<file path="src/rtl/deserializer_if.sv">
// Serial-in / word-out bundle for the deserializer.
// master: bit source and word consumer; slave: the deserializer.
interface deserializer_if #(
  parameter int unsigned L = 128
) ();
  logic         qbit;
  logic         qbiten;
  logic [L-1:0] q;
  logic         qvalid;
  logic         qready;
  logic         overrun;
  logic [7:0]   dropped;
  logic         frame_err;

  modport master (
    output qbit,
    output qbiten,
    output qready,
    input  q,
    input  qvalid,
    input  overrun,
    input  dropped,
    input  frame_err
  );

  modport slave (
    input  qbit,
    input  qbiten,
    input  qready,
    output q,
    output qvalid,
    output overrun,
    output dropped,
    output frame_err
  );
endinterface

</file>
<file path="src/rtl/deserializer.sv">
// Collects an MSB-first bit stream into L-bit words on a one-deep valid/ready holding register.
// Define DESER_TIMEOUT_EN to discard partial words after TIMEOUT idle cycles (pulses frame_err).
module deserializer #(
  parameter int unsigned L       = 128,
  parameter int unsigned TIMEOUT = 16
) (
  input logic          clk,
  input logic          reset,
  deserializer_if.slave bus
);

  localparam int unsigned     CntW    = $clog2(L);
  localparam logic [CntW-1:0] CntLast = CntW'(L - 1);

  if (L < 2) begin : gen_bad_l
    $error("deserializer: L must be at least 2");
  end
  if (TIMEOUT < 1) begin : gen_bad_timeout
    $error("deserializer: TIMEOUT must be at least 1");
  end

  // Only L-1 bits need storing; the L-th bit goes straight into the word.
  logic [L-2:0]    sr_q, sr_d;
  logic [CntW-1:0] cnt_q, cnt_d;
  logic [L-1:0]    q_q, q_d;
  logic            qvalid_q, qvalid_d;
  logic            overrun_q, overrun_d;
  logic [7:0]      dropped_q, dropped_d;
  logic [L-1:0]    shifted;

`ifdef DESER_TIMEOUT_EN
  localparam int unsigned     IdleW    = $clog2(TIMEOUT + 1);
  localparam logic [IdleW-1:0] IdleLast = IdleW'(TIMEOUT - 1);

  logic [IdleW-1:0] idle_q, idle_d;
  logic             frame_err_q, frame_err_d;
`endif

  assign shifted = {sr_q, bus.qbit};

  always_comb begin
    sr_d      = sr_q;
    cnt_d     = cnt_q;
    q_d       = q_q;
    qvalid_d  = qvalid_q;
    overrun_d = overrun_q;
    dropped_d = dropped_q;

    if (qvalid_q && bus.qready) begin
      qvalid_d = 1'b0;
    end

    if (bus.qbiten) begin
      sr_d = shifted[L-2:0];
      if (cnt_q == CntLast) begin
        cnt_d = '0;
        // A same-edge consume frees the holding register for the new word.
        if (!qvalid_q || bus.qready) begin
          q_d      = shifted;
          qvalid_d = 1'b1;
        end else begin
          overrun_d = 1'b1;
          if (dropped_q != 8'hFF) begin
            dropped_d = dropped_q + 8'd1;
          end
        end
      end else begin
        cnt_d = cnt_q + 1'b1;
      end
    end

`ifdef DESER_TIMEOUT_EN
    idle_d      = idle_q;
    frame_err_d = 1'b0;
    if (bus.qbiten) begin
      idle_d = '0;
    end else if (cnt_q != '0) begin
      if (idle_q == IdleLast) begin
        cnt_d       = '0;
        idle_d      = '0;
        frame_err_d = 1'b1;
      end else begin
        idle_d = idle_q + 1'b1;
      end
    end
`endif
  end

  always_ff @(posedge clk) begin
    if (!reset) begin
      sr_q      <= '0;
      cnt_q     <= '0;
      q_q       <= '0;
      qvalid_q  <= 1'b0;
      overrun_q <= 1'b0;
      dropped_q <= '0;
    end else begin
      sr_q      <= sr_d;
      cnt_q     <= cnt_d;
      q_q       <= q_d;
      qvalid_q  <= qvalid_d;
      overrun_q <= overrun_d;
      dropped_q <= dropped_d;
    end
  end

`ifdef DESER_TIMEOUT_EN
  always_ff @(posedge clk) begin
    if (!reset) begin
      idle_q      <= '0;
      frame_err_q <= 1'b0;
    end else begin
      idle_q      <= idle_d;
      frame_err_q <= frame_err_d;
    end
  end

  assign bus.frame_err = frame_err_q;
`else
  assign bus.frame_err = 1'b0;
`endif

  assign bus.q       = q_q;
  assign bus.qvalid  = qvalid_q;
  assign bus.overrun = overrun_q;
  assign bus.dropped = dropped_q;

endmodule

</file>
<file path="src/flat_wrapper.sv">
// flat-port wrapper written by rule: the top's interface ports become plain ports
module deserializer_flat 
#(
  parameter int unsigned L       = 128,
  parameter int unsigned TIMEOUT = 16
)
  (clk, reset, bus_qbit, bus_qbiten, bus_qready, bus_q, bus_qvalid, bus_overrun, bus_dropped, bus_frame_err);
  deserializer_if #(.L(L)) bus_i ();
  input logic clk;
  input logic reset;
  input wire logic [$bits(bus_i.qbit)-1:0] bus_qbit;
  input wire logic [$bits(bus_i.qbiten)-1:0] bus_qbiten;
  input wire logic [$bits(bus_i.qready)-1:0] bus_qready;
  output wire logic [$bits(bus_i.q)-1:0] bus_q;
  output wire logic [$bits(bus_i.qvalid)-1:0] bus_qvalid;
  output wire logic [$bits(bus_i.overrun)-1:0] bus_overrun;
  output wire logic [$bits(bus_i.dropped)-1:0] bus_dropped;
  output wire logic [$bits(bus_i.frame_err)-1:0] bus_frame_err;
  assign bus_i.qbit = bus_qbit;
  assign bus_i.qbiten = bus_qbiten;
  assign bus_i.qready = bus_qready;
  assign bus_q = bus_i.q;
  assign bus_qvalid = bus_i.qvalid;
  assign bus_overrun = bus_i.overrun;
  assign bus_dropped = bus_i.dropped;
  assign bus_frame_err = bus_i.frame_err;
  deserializer #(.L(L), .TIMEOUT(TIMEOUT)) u_core (.clk(clk), .reset(reset), .bus(bus_i));
endmodule
</file>
<file path="config.mk">
export PLATFORM = sky130hd
export DESIGN_NAME = deserializer_flat
export DESIGN_NICKNAME = d
export VERILOG_FILES = /design/src/rtl/deserializer_if.sv /design/src/rtl/deserializer.sv /design/src/flat_wrapper.sv
export SDC_FILE = /design/constraint.sdc
export NUM_CORES = 1
export LEC_CHECK = 0
export ABC_AREA = 1
export CAP_MARGIN = 20
export CORE_AREA = 2 2 191 156
export DETAILED_ROUTE_END_ITERATION = 10
export DIE_AREA = 0 0 193 158
export SYNTH_ARGS = -nofsm -noshare
export SYNTH_HDL_FRONTEND = slang
export SYNTH_SLANG_ARGS = --single-unit
export TNS_END_PERCENT = 20
</file>
<file path="constraint.sdc">
create_clock -name clk -period 4 [get_ports clk]
set_clock_uncertainty 0.1 [all_clocks]
set_input_delay 0.4 -clock clk [delete_from_list [all_inputs] [get_ports clk]]
set_output_delay 0.4 -clock clk [all_outputs]
set_load 0.05 [all_outputs]
</file>
==> results of run 1 <==
## logic make-up (layout without fill, tap and decap cells)
kind of cell,count (synthesis),count (layout),share of synthesized area
other cells,1,1,0.000380
simple gates,596,596,0.247
flops,272,272,0.552
xor+xnor,4,4,0.00355
fa+ha+maj,2,2,0.00254
buf+inv,119,223,0.0611
compound gates,263,263,0.133
## cell type report
cell class / instances / area share
sequential: 272 / 0.439
clock buffer: 39 / 0.0680
clock inverter: 13 / 0.0176
inverter: 17 / 0.00555
multi-input combinational: 866 / 0.308
tap: 377 / 0.0380
timing repair buffer: 154 / 0.123
## metal layers
layer | vias up | part of all wire
met5 | - | 0
met4 | 0 | 0.021
met3 | 38 | 0.042
met2 | 138 | 0.44
met1 | 3836 | 0.50
li1 | 4294 | -
## per-stage QoR
stage | area [µm²] | hold WS (ns) | std cells
after floorplan | 9860 | 0.359 | 1257
after global placement | 11300 | 0.349 | 1686
after detailed placement | 11300 | 0.353 | 1686
after CTS | 12400 | 0.149 | 1738
after global routing | 12400 | 0.171 | 1738
final | 12400 | 0.175 | 1738
## Yosys cell counts
cell type / count / area, µm²
sky130_fd_sc_hd__inv_1: 15 / 56.3
sky130_fd_sc_hd__inv_2: 2 / 7.51
sky130_fd_sc_hd__nor2_1: 286 / 1070
sky130_fd_sc_hd__xnor2_1: 1 / 8.76
sky130_fd_sc_hd__buf_1: 1 / 3.75
sky130_fd_sc_hd__nor2_4: 1 / 11.3
sky130_fd_sc_hd__nor2_2: 1 / 6.26
sky130_fd_sc_hd__nand2_1: 167 / 627
sky130_fd_sc_hd__dfxtp_1: 272 / 5450
sky130_fd_sc_hd__o21ai_0: 131 / 656
sky130_fd_sc_hd__a21oi_1: 132 / 661
sky130_fd_sc_hd__nand4_1: 3 / 18.8
sky130_fd_sc_hd__nand3b_1: 1 / 7.51
sky130_fd_sc_hd__conb_1: 1 / 3.75
sky130_fd_sc_hd__buf_4: 3 / 22.5
sky130_fd_sc_hd__xor2_1: 3 / 26.3
sky130_fd_sc_hd__clkbuf_1: 42 / 158
sky130_fd_sc_hd__nand3_1: 135 / 676
sky130_fd_sc_hd__buf_6: 12 / 135
sky130_fd_sc_hd__buf_2: 44 / 220
sky130_fd_sc_hd__nand3_2: 1 / 10.0
sky130_fd_sc_hd__nor3_1: 1 / 5.00
sky130_fd_sc_hd__ha_1: 2 / 25.0
## final timing paths
| check | startpoint | end | slack (ns) | cells after the start |
|---|---|---|---|---|
| hold reg to reg | u_core.bus.q[110]$_SDFFE_PN0P_ | u_core.bus.q[110]$_SDFFE_PN0P_ | 0.36 | 2 |
| setup reg to reg | u_core.cnt_q[0]$_SDFFE_PN0P_ | u_core.bus.q[47]$_SDFFE_PN0P_ | 1.28 | 7 |
| setup / recovery | u_core.cnt_q[0]$_SDFFE_PN0P_ | u_core.bus.q[47]$_SDFFE_PN0P_ | 1.28 | 7 |
| hold / removal | bus_qbiten | u_core.sr_q[4]$_SDFFE_PN0P_ | 0.18 | 4 |
## power breakdown
part	switching, mW	total, mW	internal (mW)
clock network	1.09	2.95	1.85
registers	0.0590	2.85	2.79
logic	0.165	0.231	0.0661
## registers in the layout, summed over array words and instances (netlist names)
signal              count
u_core.bus.q          128
u_core.sr_q           127
u_core.bus.dropped      8
u_core.cnt_q            7
u_core.bus.overrun      1
u_core.bus.qvalid       1
## worst reg2reg max path: cells and delay by family, from the launching register on
| kind | cells | cell delay, ns |
|---|---|---|
| AOI/OAI and AO/OA | 1 | 0.06 |
| adders and majority gates | 1 | 0.22 |
| and+or+nand+nor | 4 | 1.41 |
| buffers and inverters | 1 | 0.41 |
| DFF | 1 | 0.37 |
==> out/results.env, run 1 <==
SEQCELLAREA_UM2=5450
PLACE_WS_NS=1.07
CAP_VIOLATIONS=0
FMAXACHIEVABLE_GHz=0.368
LATEST_CLOCK_ARRIVAL_WITHIN_THE_WORST_SKEW_PAIR_NS=0.53
POWER.STATIC_LEAKAGE_nW=4.50
PORTBUFFERS=142
HOLD_VIOLATIONS=0
YS_FF_LATCH=272
POST-CTS-SETUP-BUFFER-COUNT=0
CTS_SINKS=272
NUMBER_OF_SLEW_LIMIT_VIOLATIONS_IN_THE_FINAL_REPORT=0
ROUTABILITY_CONGESTION_ESTIMATE_FROM_GLOBAL_PLACEMENT=0.727
TIMING.CRITICAL_PATH.MAX_DELAY_FAMILY='simple AND/OR/NAND/NOR gates'
TIMING.FINAL.WS_SETUP_NS=1.28
CP.REQUIRED_NS=4.27
CRITICAL_PATH_BUF_INV_COUNT=1
DRT-INITIAL-DRC-COUNT=446
SUM_OF_NEGATIVE_SETUP_SLACK_NS=0
CRITICAL_PATH_ARRIVAL_NS=2.99
SYN-MEAN-INSTANCE-AREA_UM2=7.85
MAXSLEWHEADROOM=0.424
CRIT_PATH_CELL_TRACE='ha_1, nand3_2, nor2_4, nand2_4, buf_12, nand2_1, a21oi_1'
CAPTURING_ELEMENT_TYPE_OF_THE_CRITICAL_PATH='flip-flop'
FINALSETUPVIOLCOUNT=0
GLOBALROUTEMET2UTIL=0.251
GRT.TOTAL_USAGE=0.160
TRITONCTS.NUM_BUFFERS=28
IO_PINS=144
TIMING.FINAL.CRIT_PERIOD_NS=2.72
TRITONCTS_CLOCK_TREE='built'
CRITPATHLAUNCHTYPE='flip-flop'
DRT-TOTAL-WL_MM=24.3
UNREPAIRED_SETUP_ENDPOINTS_AFTER_GLOBAL_ROUTING='false'
ROWS=56
POWER_DENSITY_nW_PER_UM2=486
CORE_AREA_UM2=28700
SYNTHTOLAYOUTAREAGROWTH_PCT=25.8
DIE_H_UM=158
DETAIL_ROUTE.DRC_VIOLATIONS=0
FINALPOWER_mW=6.03
GRT_UTIL_MET3=0.0279
DIEAREA_UM2=30500
MOSTFREQUENTLAYOUTCELLS='sky130_fd_sc_hd__nor2_1 (286), sky130_fd_sc_hd__dfxtp_1 (272), sky130_fd_sc_hd__nand2_1 (166), sky130_fd_sc_hd__clkdlybuf4s50_1 (140), sky130_fd_sc_hd__nand3_1 (135)'
ROUTEDWLPERCELL_UM=14.0
ANTENNA_FOUND_INITIAL=0
GRT-OVFL-TOTAL=0
CRITICAL_PATH_PEAK_FANOUT=78
OUTCOME='completed'
POSTSYNTHCELLCOUNT=1257
DRT-VIAS-PER-INSTANCE=4.78
MAX_SLEW.WORST_PIN.SLEW_NS=0.864
SYNTH.CELL_AREA_UM2=9860
MULTI_INPUT_AREA_UM2=3830
CTS_MAX_PATH_BUFFERS=3
NUM-NETS-FINAL=1346
POST_CTS_RESIZED=0
UTILIZATION=0.432
FINAL_MIN_PERIOD_OVER_CLOCK_PERIOD=0.680
CPMAXSTAGEDELAYCELL='sky130_fd_sc_hd__nor2_4'
LAYOUT-DRIVE-GT1-SHARE=0.0514
N_ANTENNA_CELL=0
VIAS_IN_THE_FIRST_GLOBAL_ROUTE=7822
CRITICAL-PATH-MAX-STAGE-DELAY_NS=0.63
GRT_UTIL_MET1=0.227
FILLERINSTANCES=2922
LAYOUT.CELLS.MOST_COMMON='sky130_fd_sc_hd__nor2_1'
HOLDCRITPATHCLASS='input pin to flip-flop'
YS_SEQ_AREA_FRAC=0.552
GRT-BUSIEST-LAYER='met2'
FIRST_PASS_ITERS=5
GRT_FIRST_PASS_WIRELENGTH_MM=40.6
IR_WORST_VDD_V=0.000260
FLOORPLAN.INITIALDENSITY=0.343
SYNTH.NET_COUNT=1264
CTS.HOLD.BUFFERS_ADDED=0
YOSYS_WARNINGS=0
CLOCK_TREE.ROOT_CELL='sky130_fd_sc_hd__clkbuf_16'
NUM_VIAS=8306
MAXIMUM_NUMBER_OF_PINS_ON_ONE_NET_BEFORE_GLOBAL_ROUTE_REPAIR=93
POSTROUTEANTENNANETS=0
MAX_H_TREE_LEVEL=1
CRIT_TYPE='flip-flop to flip-flop'
ESTIMATED_WIRELENGTH_OF_THE_DETAIL_PLACED_DESIGN_MM=13.9
POST_SYNTH_CELL_TYPES=23
CLKSLEWWORSTSETUPHOLDPATHS_NS=0.06
CHIPWIDTH_UM=193
(Power assumes the default switching activity.)
==> run 2, diff against run 1 <==
==> constraint.sdc (replaced) <==
create_clock -name clk -period 2.4 [get_ports clk]
set_clock_uncertainty 0.1 [all_clocks]
set_input_delay 0.24 -clock clk [delete_from_list [all_inputs] [get_ports clk]]
set_output_delay 0.24 -clock clk [all_outputs]
set_load 0.05 [all_outputs]
==> run 2 against run 1 <==
- register-to-register slack got worse by 0.88 ns
- worst hold slack got worse by 0.093 ns
- sequential share of layout area rose by 0.28 points
- global-route usage fell by 0.086 points
- via count rose by 0.55%
- flip-flop and latch count did not move
- critical path depth fell by 6
- core utilization fell by 0.27 points
- first-iteration DRC count rose by 14%
- die area did not move
- wire length rose by 1.6%
- combinational power rose by 71%
- largest power group is now registers
- highest routed layer unchanged
==> out/results.env, run 2 (same netlist as run 1, synthesis figures left out) <==
OUTCOME='completed'
NUM-NETS-FINAL=1350
CLKSLEWWORSTSETUPHOLDPATHS_NS=0.06
DETAIL_ROUTE.DRC_VIOLATIONS=0
HOLD_VIOLATIONS=0
TIMING.FINAL.CRIT_PERIOD_NS=2.19
CP.REQUIRED_NS=2.06
LAYOUT.CELLS.MOST_COMMON='sky130_fd_sc_hd__nor2_1'
ANTENNA_FOUND_INITIAL=0
CTS.HOLD.BUFFERS_ADDED=0
REG2REG_SLACK_NS=0.40
CORE_AREA_UM2=28700
PORTBUFFERS=142
POST-CTS-SETUP-BUFFER-COUNT=0
SUM_OF_NEGATIVE_SETUP_SLACK_NS=0
NUM_VIAS=8352
CAPTURING_ELEMENT_TYPE_OF_THE_CRITICAL_PATH='primary output'
CRITICAL_PATH_PEAK_FANOUT=7
DIE_H_UM=158
DRT-TOTAL-WL_MM=24.7
ROUTABILITY_CONGESTION_ESTIMATE_FROM_GLOBAL_PLACEMENT=0.741
FINALNONFILLERCELLS=1740
PLACE_WS_NS=0.381
LATEST_CLOCK_ARRIVAL_WITHIN_THE_WORST_SKEW_PAIR_NS=0.54
CTS_SINKS=272
MAXSLEWHEADROOM=0.400
CRITICAL_PATH_ARRIVAL_NS=1.85
POWER_DENSITY_nW_PER_UM2=768
HOLDCRITPATHCLASS='input pin to flip-flop'
LARGEST_REGISTER_FF_COUNT=128
MAX_H_TREE_LEVEL=1
IO_PINS=144
ROUTEDWLPERCELL_UM=14.2
UNREPAIRED_SETUP_ENDPOINTS_AFTER_GLOBAL_ROUTING='false'
MAXIMUM_NUMBER_OF_PINS_ON_ONE_NET_BEFORE_GLOBAL_ROUTE_REPAIR=99
FINALSETUPVIOLCOUNT=0
GRT_UTIL_MET1=0.222
GRT-BUSIEST-LAYER='met2'
SYNTHTOLAYOUTAREAGROWTH_PCT=25.0
GLOBALROUTEMET2UTIL=0.259
CPMAXSTAGEDELAYCELL='sky130_fd_sc_hd__clkdlybuf4s50_1'
VIAS_IN_THE_FIRST_GLOBAL_ROUTE=7927
IR_WORST_VDD_V=0.000475
CRITICAL_PATH_BUF_INV_COUNT=1
FILLERINSTANCES=2885
GRT_FIRST_PASS_WIRELENGTH_MM=40.3
CRIT_TYPE='flip-flop to primary output'
CRIT_PATH_CELL_TRACE='clkdlybuf4s50_1'
N_ANTENNA_CELL=0
FMAXACHIEVABLE_GHz=0.458
FLOORPLAN.INITIALDENSITY=0.343
UTILIZATION=0.429
FINALPOWER_mW=9.46
PLACED_AREA_UM2=11400
TRITONCTS.NUM_BUFFERS=29
DRT-VIAS-PER-INSTANCE=4.80
POSTROUTEANTENNANETS=0
NUMBER_OF_SLEW_LIMIT_VIOLATIONS_IN_THE_FINAL_REPORT=0
MOSTFREQUENTLAYOUTCELLS='sky130_fd_sc_hd__nor2_1 (286), sky130_fd_sc_hd__dfxtp_1 (272), sky130_fd_sc_hd__nand2_1 (166), sky130_fd_sc_hd__clkdlybuf4s50_1 (140), sky130_fd_sc_hd__nand3_1 (135)'
POST_CTS_RESIZED=0
CAP_VIOLATIONS=0
GRT_UTIL_MET3=0.0270
CHIPWIDTH_UM=193
DRT-INITIAL-DRC-COUNT=510
CLOCK_TREE.ROOT_CELL='sky130_fd_sc_hd__clkbuf_16'
ROWS=56
DIEAREA_UM2=30500
TRITONCTS_CLOCK_TREE='built'
TIMING.FINAL.WS_SETUP_NS=0.215
HOLD-WORST-SLACK_NS=0.0817
POWER.STATIC_LEAKAGE_nW=4.47
CRITPATHLAUNCHTYPE='flip-flop'
GRT-OVFL-TOTAL=0
CTS_MAX_PATH_BUFFERS=3
GRT.TOTAL_USAGE=0.159
FINAL_MIN_PERIOD_OVER_CLOCK_PERIOD=0.910
ESTIMATED_WIRELENGTH_OF_THE_DETAIL_PLACED_DESIGN_MM=14.1
CRITICAL-PATH-MAX-STAGE-DELAY_NS=0.85
FIRST_PASS_ITERS=7
FIN_AREA_UM2=12300
PLACED_CELLS=1689
MAX_SLEW.WORST_PIN.SLEW_NS=0.900
LAYOUT-DRIVE-GT1-SHARE=0.0506
TIMING.CRITICAL_PATH.MAX_DELAY_FAMILY='buffers and inverters'
[run 2: path summary, 6_finish.rpt]
check,from,depth (start not counted),endpoint
hold reg to reg,u_core.bus.q[34]$_SDFFE_PN0P_,2,u_core.bus.q[34]$_SDFFE_PN0P_
hold / removal,bus_qbiten,4,u_core.sr_q[121]$_SDFFE_PN0P_
setup / recovery,u_core.bus.dropped[4]$_SDFFE_PN0P_,1,bus_dropped[4]
setup reg to reg,u_core.cnt_q[0]$_SDFFE_PN0P_,6,u_core.bus.q[74]$_SDFFE_PN0P_
[run 2: cell type report]
type,count,area [µm²],share of cell area
multi-input combinational,866,3830,0.310
sequential,272,5450,0.442
timing repair buffer,157,1590,0.129
inverter,17,68.8,0.00558
clock buffer,41,841,0.0682
clock inverter,10,82.6,0.00670
tap,377,472,0.0383
[run 2: worst min-delay path: cells and delay by family]
| family | cells | cell delay [ns] |
|---|---|---|
| buf+inv | 2 | 0.25 |
| simple gates | 2 | 0.18 |
[run 2: layer usage]
layer  routed length, µm  up-vias
met5                   0        -
met4                 351        0
met3                1030       25
met2               11200      154
met1               12200     3876
li1                    -     4297
[run 2: power breakdown]
group          leakage [nW]  total [mW]  internal [mW]  switching [mW]
clock                 0.464        4.31           2.53            1.78
sequential             2.22        4.76           4.65           0.102
combinational          1.78       0.395          0.116           0.279
total                  4.47        9.46           7.30            2.16
==> run 3, diff against run 2 <==
--- a/config.mk
+++ b/config.mk
@@ -6,8 +6,8 @@
 export NUM_CORES = 1
 export LEC_CHECK = 0
 export ABC_AREA = 1
-export CAP_MARGIN = 20
 export CORE_AREA = 2 2 191 156
+export CTS_BUF_LIST = sky130_fd_sc_hd__clkbuf_2
 export DETAILED_ROUTE_END_ITERATION = 10
 export DIE_AREA = 0 0 193 158
 export SYNTH_ARGS = -nofsm -noshare
==> constraint.sdc (replaced) <==
create_clock -name clk -period 2 [get_ports clk]
set_clock_uncertainty 0.1 [all_clocks]
set_input_delay 0.2 -clock clk [delete_from_list [all_inputs] [get_ports clk]]
set_output_delay 0.2 -clock clk [all_outputs]
set_load 0.05 [all_outputs]
==> run 3 against run 2 <==
- combinational power rose by 27%
- critical path type unchanged
- sequential share of layout area hardly changed
- largest power group unchanged
- clock power shrank 14%
- highest routed layer unchanged
- sequential power increased by 20%
- global-route usage up 0.62 points
- die area stayed put
- wire length grew 2.4%
==> out/results.env, run 3 (same netlist as run 1, synthesis figures left out) <==
COMB_POWER_SHARE=0.051
LAYOUT.CELLS.MOST_COMMON='sky130_fd_sc_hd__nor2_1'
CRITICAL-PATH-MAX-STAGE-DELAY_NS=0.40
MAXIMUM_NUMBER_OF_PINS_ON_ONE_NET_BEFORE_GLOBAL_ROUTE_REPAIR=138
GRT-OVFL-TOTAL=0
NETSWITCHINGFRACTION=0.271
FMAXACHIEVABLE_GHz=0.535
HOLD_VIOLATIONS=0
CLKSLEWWORSTSETUPHOLDPATHS_NS=0.09
CAPTURING_ELEMENT_TYPE_OF_THE_CRITICAL_PATH='primary output'
MAX_SLEW.WORST_PIN.SLEW_NS=0.545
ESTIMATED_WIRELENGTH_OF_THE_DETAIL_PLACED_DESIGN_MM=14.7
CP.REQUIRED_NS=1.70
CHIPWIDTH_UM=193
CRITICAL_PATH_BUF_INV_COUNT=1
FIRST_PASS_ITERS=5
CPMAXSTAGEDELAYCELL='sky130_fd_sc_hd__dfxtp_1'
CLOCK_TREE.ROOT_CELL='sky130_fd_sc_hd__clkbuf_2'
CRITICAL_PATH_ARRIVAL_NS=1.57
TRITONCTS_CLOCK_TREE='built'
LAYOUT-DRIVE-GT1-SHARE=0.196
NETSWITCHINGPOWER_mW=2.69
UNREPAIRED_SETUP_ENDPOINTS_AFTER_GLOBAL_ROUTING='false'
DRT-VIAS-PER-INSTANCE=4.80
PORTBUFFERS=142
ROWS=56
DIE_H_UM=158
CRIT_PATH_CELL_TRACE='clkdlybuf4s18_2'
CRITPATHLAUNCHTYPE='flip-flop'
CTS_MAX_PATH_BUFFERS=3
HOLDCRITPATHCLASS='input pin to flip-flop'
SEQ_POWER_SHARE=0.575
CRIT_TYPE='flip-flop to primary output'
IR_WORST_VDD_V=0.000371
FINALPOWER_mW=9.91
MAXSLEWHEADROOM=0.636
MOSTFREQUENTLAYOUTCELLS='sky130_fd_sc_hd__nor2_1 (286), sky130_fd_sc_hd__dfxtp_1 (272), sky130_fd_sc_hd__nand2_1 (166), sky130_fd_sc_hd__nand3_1 (134), sky130_fd_sc_hd__a21oi_1 (132)'
PLACED_CELLS=1700
FINALSETUPVIOLCOUNT=0
DIEAREA_UM2=30500
CORE_AREA_UM2=28700
LATEST_CLOCK_ARRIVAL_WITHIN_THE_WORST_SKEW_PAIR_NS=0.81
OUTCOME='completed'
CLOCK_POWER_SHARE=0.375
GRT_FIRST_PASS_WIRELENGTH_MM=41.3
LARGEST_REGISTER_FF_COUNT=128
NUM-NETS-FINAL=1409
GRT.TOTAL_USAGE=0.165
ROUTEDWLPERCELL_UM=13.9
CAP_VIOLATIONS=0
NUM_VIAS=8760
CELLINTERNALPOWER_mW=7.22
POSTROUTEANTENNANETS=0
CTS_SINKS=272
ROUTABILITY_CONGESTION_ESTIMATE_FROM_GLOBAL_PLACEMENT=0.763
CRITICAL_PATH_PEAK_FANOUT=5
FINALNONFILLERCELLS=1824
FINAL_MIN_PERIOD_OVER_CLOCK_PERIOD=0.935
TIMING.FINAL.CRIT_PERIOD_NS=1.87
IO_PINS=144
POWER.STATIC_LEAKAGE_nW=4.64
TRITONCTS.NUM_BUFFERS=72
DETAIL_ROUTE.DRC_VIOLATIONS=0
DRT-TOTAL-WL_MM=25.3
TIMING.CRITICAL_PATH.MAX_DELAY_FAMILY='flip-flops'
DRT-INITIAL-DRC-COUNT=422
MAX_H_TREE_LEVEL=3
SYNTHTOLAYOUTAREAGROWTH_PCT=24.9
POWER_DENSITY_nW_PER_UM2=804
ANTENNA_FOUND_INITIAL=1
FLOORPLAN.INITIALDENSITY=0.343
NUMBER_OF_SLEW_LIMIT_VIOLATIONS_IN_THE_FINAL_REPORT=0
VIAS_IN_THE_FIRST_GLOBAL_ROUTE=8349
-- run 3: cell count changes in the layout (fill, tap and decap cells not counted), moves of 10 or more --
cell	delta
sky130_fd_sc_hd__clkbuf_2	+105
sky130_fd_sc_hd__buf_4	+10
sky130_fd_sc_hd__clkdlybuf4s15_2	+123
sky130_fd_sc_hd__clkbuf_16	-29
sky130_fd_sc_hd__clkdlybuf4s50_1	-138
sky130_fd_sc_hd__clkinv_1	+10
-- run 3: worst paths after layout --
check / slack [ns] / startpoint / end / cells past startpoint
hold reg to reg: 0.35 / u_core.sr_q[86]$_SDFFE_PN0P_ / u_core.bus.q[87]$_SDFFE_PN0P_ / 2
setup reg to reg: 0.26 / u_core.cnt_q[0]$_SDFFE_PN0P_ / u_core.bus.q[39]$_SDFFE_PN0P_ / 8
setup / recovery: 0.13 / u_core.bus.dropped[7]$_SDFFE_PN0P_ / bus_dropped[7] / 1
hold / removal: 0.18 / bus_qready / u_core.bus.qvalid$_SDFF_PN0_ / 5
-- run 3: repair_timing --
item / 4_1_cts / 5_1_grt
hold buffers: 3 / 0
setup endpoints to repair: 140 / 19
resized for setup: 415 / 7
pin swaps: 0 / 1
setup buffers: 0 / 2
hold endpoints to repair: 272 / 0
-- run 3: layer usage --
| metal | up-vias | global-route usage | routed length [µm] |
|---|---|---|---|
| met5 | - | 0 | 0 |
| met4 | 0 | 0.0617 | 499 |
| met3 | 45 | 0.0384 | 1190 |
| met2 | 198 | 0.265 | 11400 |
| met1 | 4078 | 0.217 | 12200 |
| li1 | 4439 | - | - |
-- run 3: cell type report --
class                           instances  area [µm²]
Timing Repair Buffer                  173        1890
Antenna cell                            1        2.50
Clock buffer                          102         510
Clock inverter                         16        95.1
Inverter                               17        68.8
Sequential cell                       272        5450
Multi-Input combinational cell        866        3830
Fill cell                            3003       16400
Tap cell                              377         472
-- run 3: power by group through the flow --
stage                     logic [mW]  registers (mW)  clock network, mW
after floorplan                0.378            5.79                  0
after global placement         0.490            5.82                  0
after detailed placement       0.499            5.82                  0
after CTS                      0.508            5.70               3.90
after global routing           0.581            5.72               4.18
final                          0.501            5.70               3.71
-- run 3: worst reg2reg max path, cell delays in order (launching register included) --
cell and delay, ns:
sky130_fd_sc_hd__dfxtp_1 0.38, sky130_fd_sc_hd__ha_1 0.22, sky130_fd_sc_hd__nand3_2 0.12, sky130_fd_sc_hd__nor2_4 0.13, sky130_fd_sc_hd__buf_12 0.14, sky130_fd_sc_hd__nand2_4 0.08
sky130_fd_sc_hd__buf_12 0.22, sky130_fd_sc_hd__nand2_1 0.14, sky130_fd_sc_hd__a21oi_1 0.06
-- run 3: through the flow --
| step | area [µm²] | setup slack [ns] | hold slack (ns) | TNS, ns | utilization |
|---|---|---|---|---|---|
| after floorplan | 9860 | 0.0944 | 0.235 | 0 | - |
| after global placement | 11500 | 0.0625 | 0.349 | 0 | 0.402 |
| after detailed placement | 11500 | -0.00835 | 0.352 | -0.00835 | 0.402 |
| after CTS | 12300 | -0.0833 | 0.0822 | -0.0833 | 0.429 |
| after global routing | 12300 | 0.00243 | 0.118 | 0 | 0.429 |
| final | 12300 | 0.131 | 0.179 | 0 | 0.429 |
